--- src/rtl/icache.sv ---
`default_nettype none
// ============================================================================
// Module      : icache
// Description : Direct-mapped, one-word-per-frame instruction cache with a
//               single outstanding fill to the memory controller.
// Revision    : 1.0 - initial release
// ============================================================================
module icache #(
    parameter int SETS  = 16,
    parameter int IDX_W = 4
) (
    input  logic        CLK,
    input  logic        RST,
    input  logic        imemREN,
    input  logic [31:0] imemaddr,
    output logic        ihit,
    output logic [31:0] imemload,
    output logic        iREN,
    output logic [31:0] iaddr,
    input  logic        iwait,
    input  logic [31:0] iload
);

    localparam int TAG_W = 30 - IDX_W;

    localparam logic [0:0] IDLE  = 1'b0;
    localparam logic [0:0] FETCH = 1'b1;

    logic [0:0]       r_state;
    logic [SETS-1:0]  r_valid;
    logic [TAG_W-1:0] r_tag  [SETS];
    logic [31:0]      r_data [SETS];
    logic [31:0]      r_miss_addr;

    logic [IDX_W-1:0] w_idx;
    logic [TAG_W-1:0] w_tag;
    logic [IDX_W-1:0] w_fill_idx;
    logic [TAG_W-1:0] w_fill_tag;
    logic             w_hit;
    logic             w_fill;
    logic [1:0]       w_unused_offset;

    assign w_idx           = imemaddr[IDX_W+1:2];
    assign w_tag           = imemaddr[31:IDX_W+2];
    assign w_fill_idx      = r_miss_addr[IDX_W+1:2];
    assign w_fill_tag      = r_miss_addr[31:IDX_W+2];
    assign w_unused_offset = imemaddr[1:0];

    assign w_hit  = imemREN & r_valid[w_idx] & (r_tag[w_idx] == w_tag);
    assign w_fill = (r_state == FETCH) & ~iwait;

    // Control state and valid bits are the only reset state; the arrays are not.
    always_ff @(posedge CLK or posedge RST) begin
        if (RST) begin
            r_state     <= IDLE;
            r_valid     <= '0;
            r_miss_addr <= 32'h0;
        end else begin
            case (r_state)
                IDLE: begin
                    if (imemREN && !w_hit) begin
                        r_state     <= FETCH;
                        r_miss_addr <= {imemaddr[31:2], 2'b00};
                    end
                end
                FETCH: begin
                    if (!iwait) begin
                        r_valid[w_fill_idx] <= 1'b1;
                        r_state             <= IDLE;
                    end
                end
                default: r_state <= IDLE;
            endcase
        end
    end

    // A reset forces IDLE asynchronously, so w_fill is low and nothing is written.
    always_ff @(posedge CLK) begin
        if (w_fill) begin
            r_tag[w_fill_idx]  <= w_fill_tag;
            r_data[w_fill_idx] <= iload;
        end
    end

    assign ihit     = (r_state == IDLE) & w_hit;
    assign imemload = ihit ? r_data[w_idx] : 32'h0;
    assign iREN     = (r_state == FETCH);
    assign iaddr    = iREN ? r_miss_addr : 32'h0;

endmodule
`default_nettype wire
--- config.mk ---
export PLATFORM = sky130hd
export DESIGN_NAME = icache
export DESIGN_NICKNAME = d
export VERILOG_FILES = /design/src/rtl/icache.sv
export SDC_FILE = /design/constraint.sdc
export NUM_CORES = 1
export LEC_CHECK = 0
export ABC_AREA = 1
export CAP_MARGIN = 10
export CORE_MARGIN = 2
export CORE_UTILIZATION = 44
export CTS_BUF_LIST = sky130_fd_sc_hd__clkbuf_4 sky130_fd_sc_hd__clkbuf_8
export DETAILED_ROUTE_END_ITERATION = 8
export PLACE_DENSITY = 0.6
export SYNTH_ARGS = -nofsm -noshare
export SYNTH_HDL_FRONTEND = slang
export SYNTH_SLANG_ARGS = --single-unit
--- constraint.sdc ---
create_clock -name CLK -period 4 [get_ports CLK]
set_clock_uncertainty 0.15 [all_clocks]
set_input_delay 1.2 -clock CLK [delete_from_list [all_inputs] [get_ports CLK]]
set_output_delay 1.2 -clock CLK [all_outputs]
set_load 0.03 [all_outputs]
==> impl_metrics.py <==
metrics = {
    "synth": {
        "syn_avg_cell_area_um2": 11.8,
        "syn_inst": 3366,
        "yosysWarnings": 0,
        "ys.flop_type": "edfxtp_1",
        "synth_top_area_share_pct": 70.0,
        "ys_seq_elements": 975,
        "async_flop_share_pct": 4.82,
        "synth_edf_count": 928,
        "synth.distinct_cells": 25,
        "synthTopCellsByCount": "edfxtp_1 (928), nand2_1 (911), nand3_1 (288)",
        "ys_seq_area_share_pct": 73.0,
        "synthTopCellsByArea": "edfxtp_1 (70%), nand2_1 (8.6%), nand3_1 (3.6%), a21oi_1 (3.2%), dfrtp_1 (3.0%)",
        "yosysTopAreaCell": "edfxtp_1",
        "synth.most_common_cell": "edfxtp_1",
        "synth.cell_area_um2": 39800,
    },
    "power_and_ir_drop": {
        "clkPwrFrac_pct": 36.8,
        "power_frac_seq_pct": 53.1,
        "p_int_mw": 16.8,
        "comb_power_share_pct": 10.1,
        "peakVddDrop_uv": 316,
        "fin_total_pwr_mw": 22.5,
        "p_leak_nw": 18.2,
        "p_sw_share_pct": 25.4,
        "power.density_nw_per_um2": 464,
        "p_switching_mw": 5.71,
    },
    "floorplan": {
        "core_area_um2": 89900,
        "die_y_um": 305,
        "ioPinCount": 134,
        "rows": 110,
        "die_w_um": 305,
        "dieArea_um2": 92900,
        "initial_core_util_pct": 44.3,
    },
    "critical_path": {
        "rrSetupSlack_ns": 1.29,
        "startpoint_type": "input port",
        "critPathArrivalTime_ns": 3.55,
        "rr_endpoint": "r_data[9][8]$_DFFE_PP_",
        "worstPathRequired_ns": 2.65,
        "startpoint": "imemaddr[2]",
        "r2r-start": "iREN$_DFF_PP0_",
        "crit_type": "in -> out",
        "worstPathMaxFanout": 8,
        "cp-end-kind": "primary output",
        "reg2reg_depth": 6,
    },
    "sta": {
        "fmax_mhz": 204,
        "hold_viol": 0,
        "min_period_ns": 4.90,
        "layout_setup_ws_ns": -0.896,
        "rsz0062_at_grt": "yes",
        "drv_slew": 0,
        "finalSetupViolCount": 33,
        "post-route-period-util_pct": 122,
        "relSlewSlack_pct": 39.4,
        "worstMarginPinSlew_ns": 0.901,
    },
    "clock_tree": {
        "cts.path.max_buffers": 3,
        "numCtsBuffers": 161,
        "ctsHoldBuffers": 0,
        "clkTransAtPathRegs_ns": 0.06,
        "cts-root-buf": "clkbuf_8",
        "tritoncts": "done",
        "htreeDepth": 4,
        "clock_sinks": 975,
        "clock_latency_ns": 0.83,
    },
    "status": {
        "status": "finished with violations",
        "violations": "setup timing",
    },
    "placed_design": {
        "dpl-instance-area_um2": 44100,
        "hpwl_mm": 59.2,
        "io_buffers": 129,
        "gp_congestion": 0.865,
    },
    "detailed_routing": {
        "drc_errors": 0,
        "vias_per_cell": 5.49,
        "drt_iter0_drc": 2514,
        "drtPass1Iterations": 7,
        "ant_nets": 0,
        "routed_wl_mm": 113,
        "vias": 27400,
        "wl_per_cell_um": 22.6,
    },
    "final_layout": {
        "nets": 3748,
        "area_delta_synth_final_pct": 21.8,
        "fin_area_um2": 48500,
        "drive_above_1_share_pct": 17.3,
    },
    "worst_hold_path": {
        "hold_class": "reg -> reg",
        "min_from": "r_valid[1]$_DFFE_PP0P_",
        "hold_depth": 2,
        "whs_endpoint": "r_valid[1]$_DFFE_PP0P_",
    },
    "global_routing": {
        "grt_overflow": 0,
        "antenna_found_initial": 4,
        "grt_max_degree": 79,
        "track_usage_pct": 24.1,
        "grt_pass1_vias": 26200,
        "grt_pass1_wl_mm": 166,
    },
    "flow_run": {
        "maxCapViolations": 0,
    },
}
layout make-up:
cell class / count / area [um2]
clock buffer: 214 / 2650
antenna: 1 / 2.50
timing repair inverter: 2 / 38.8
fill: 7638 / 41400
inverter: 222 / 883
sequential: 975 / 29000
multi-input combinational: 1959 / 9790
tap: 1176 / 1470
clock inverter: 75 / 380
timing repair buffer: 359 / 4240
metrics by stage:
step | hold slack, ns | util, % | cells | worst slack (ns) | setup TNS [ns]
2_1_floorplan | 0.274 | - | 3367 | -0.591 | -553.18
3_3_place_gp | 0.287 | 49.1 | 4666 | -0.952 | -29.60
3_5_place_dp | 0.297 | 49.1 | 4666 | -0.932 | -28.71
4_1_cts | 0.310 | 53.6 | 4978 | -0.880 | -26.86
5_1_grt | 0.321 | 54.0 | 4983 | -1.03 | -32.09
6_report | 0.309 | 54.0 | 4983 | -0.896 | -27.74
how the worst max path moves through the flow:
stage / depth (start not counted) / endpoint / slack [ns]
after global placement: 17 / imemload[22] / -0.95
after floorplan: 3 / r_data[0][0]$_DFFE_PP_ / -0.59
after CTS: 20 / imemload[20] / -0.88
final: 19 / imemload[20] / -0.90
after global routing: 18 / imemload[20] / -1.03
after detailed placement: 16 / imemload[6] / -0.93
power groups by stage:
| stage | sequential [mW] | clock [mW] | combinational [mW] |
|---|---|---|---|
| after global routing | 12.0 | 8.87 | 2.47 |
| final | 12.0 | 8.28 | 2.28 |
| after CTS | 12.0 | 8.45 | 2.24 |
| after detailed placement | 12.2 | 0 | 2.11 |
| after global placement | 12.2 | 0 | 2.09 |
| after floorplan | 12.1 | 0 | 1.06 |
worst max-delay path, cell delays in order:
cell and delay (ns):
buf_16 0.15, buf_12 0.14, clkinv_16 0.08, buf_16 0.15, buf_4 0.15, o21ai_0 0.18
nand3_1 0.12, nand3_2 0.11, nand2_2 0.06, nand2_1 0.05, nand3_1 0.08, nor2_1 0.10
nand2_1 0.07, nor2_2 0.15, nand3_4 0.12, buf_12 0.17, buf_16 0.17, nor2_2 0.11
buf_6 0.14
cell families after synthesis:
kind of cell           synth area share, %
other                              0.00942
AOI/OAI and AO/OA                     8.05
buffers and inverters                 4.38
DFF                                   73.0
and+or+nand+nor                       14.6
metal layers:
metal	GRT usage, %	up-vias	wire, um
met2	38.9	1116	53900
met1	33.1	13500	47900
met4	7.24	6	2390
met3	4.94	191	8630
li1	-	12500	-
met5	0	-	49
sequential cells by signal (all words and copies together) (netlist names):
name,flops
r_valid,16
iREN,1
r_miss_addr,30
r_data,512
r_tag,416
cells in the final DEF (no fill, tap or decap), drive strengths merged:
master         count
a31oi              4
nand3            288
o211ai            23
bufbuf             1
a221oi           122
clkinv            66
clkdlybuf4s50     92
clkbuf           217
buf              263
diode              1
nand3b             4
or2                7
a21oi            255
edfxtp           928
clkinvlp           2
nand4             10
a32oi              1
nor2             218
o31ai             32
inv              231
nand2            911
conb               2
dfrtp             47
o21ai             81
a21o               1
repair_timing:
action | 4_1_cts | 5_1_grt
pin swaps | 3 | 33
gates cloned | 12 | 2
endpoints found under the setup margin | 61 | 34
resized for setup | 150 | 78
buffers inserted | 11 | 2
No activity file was read; power rests on OpenSTA's default activity.
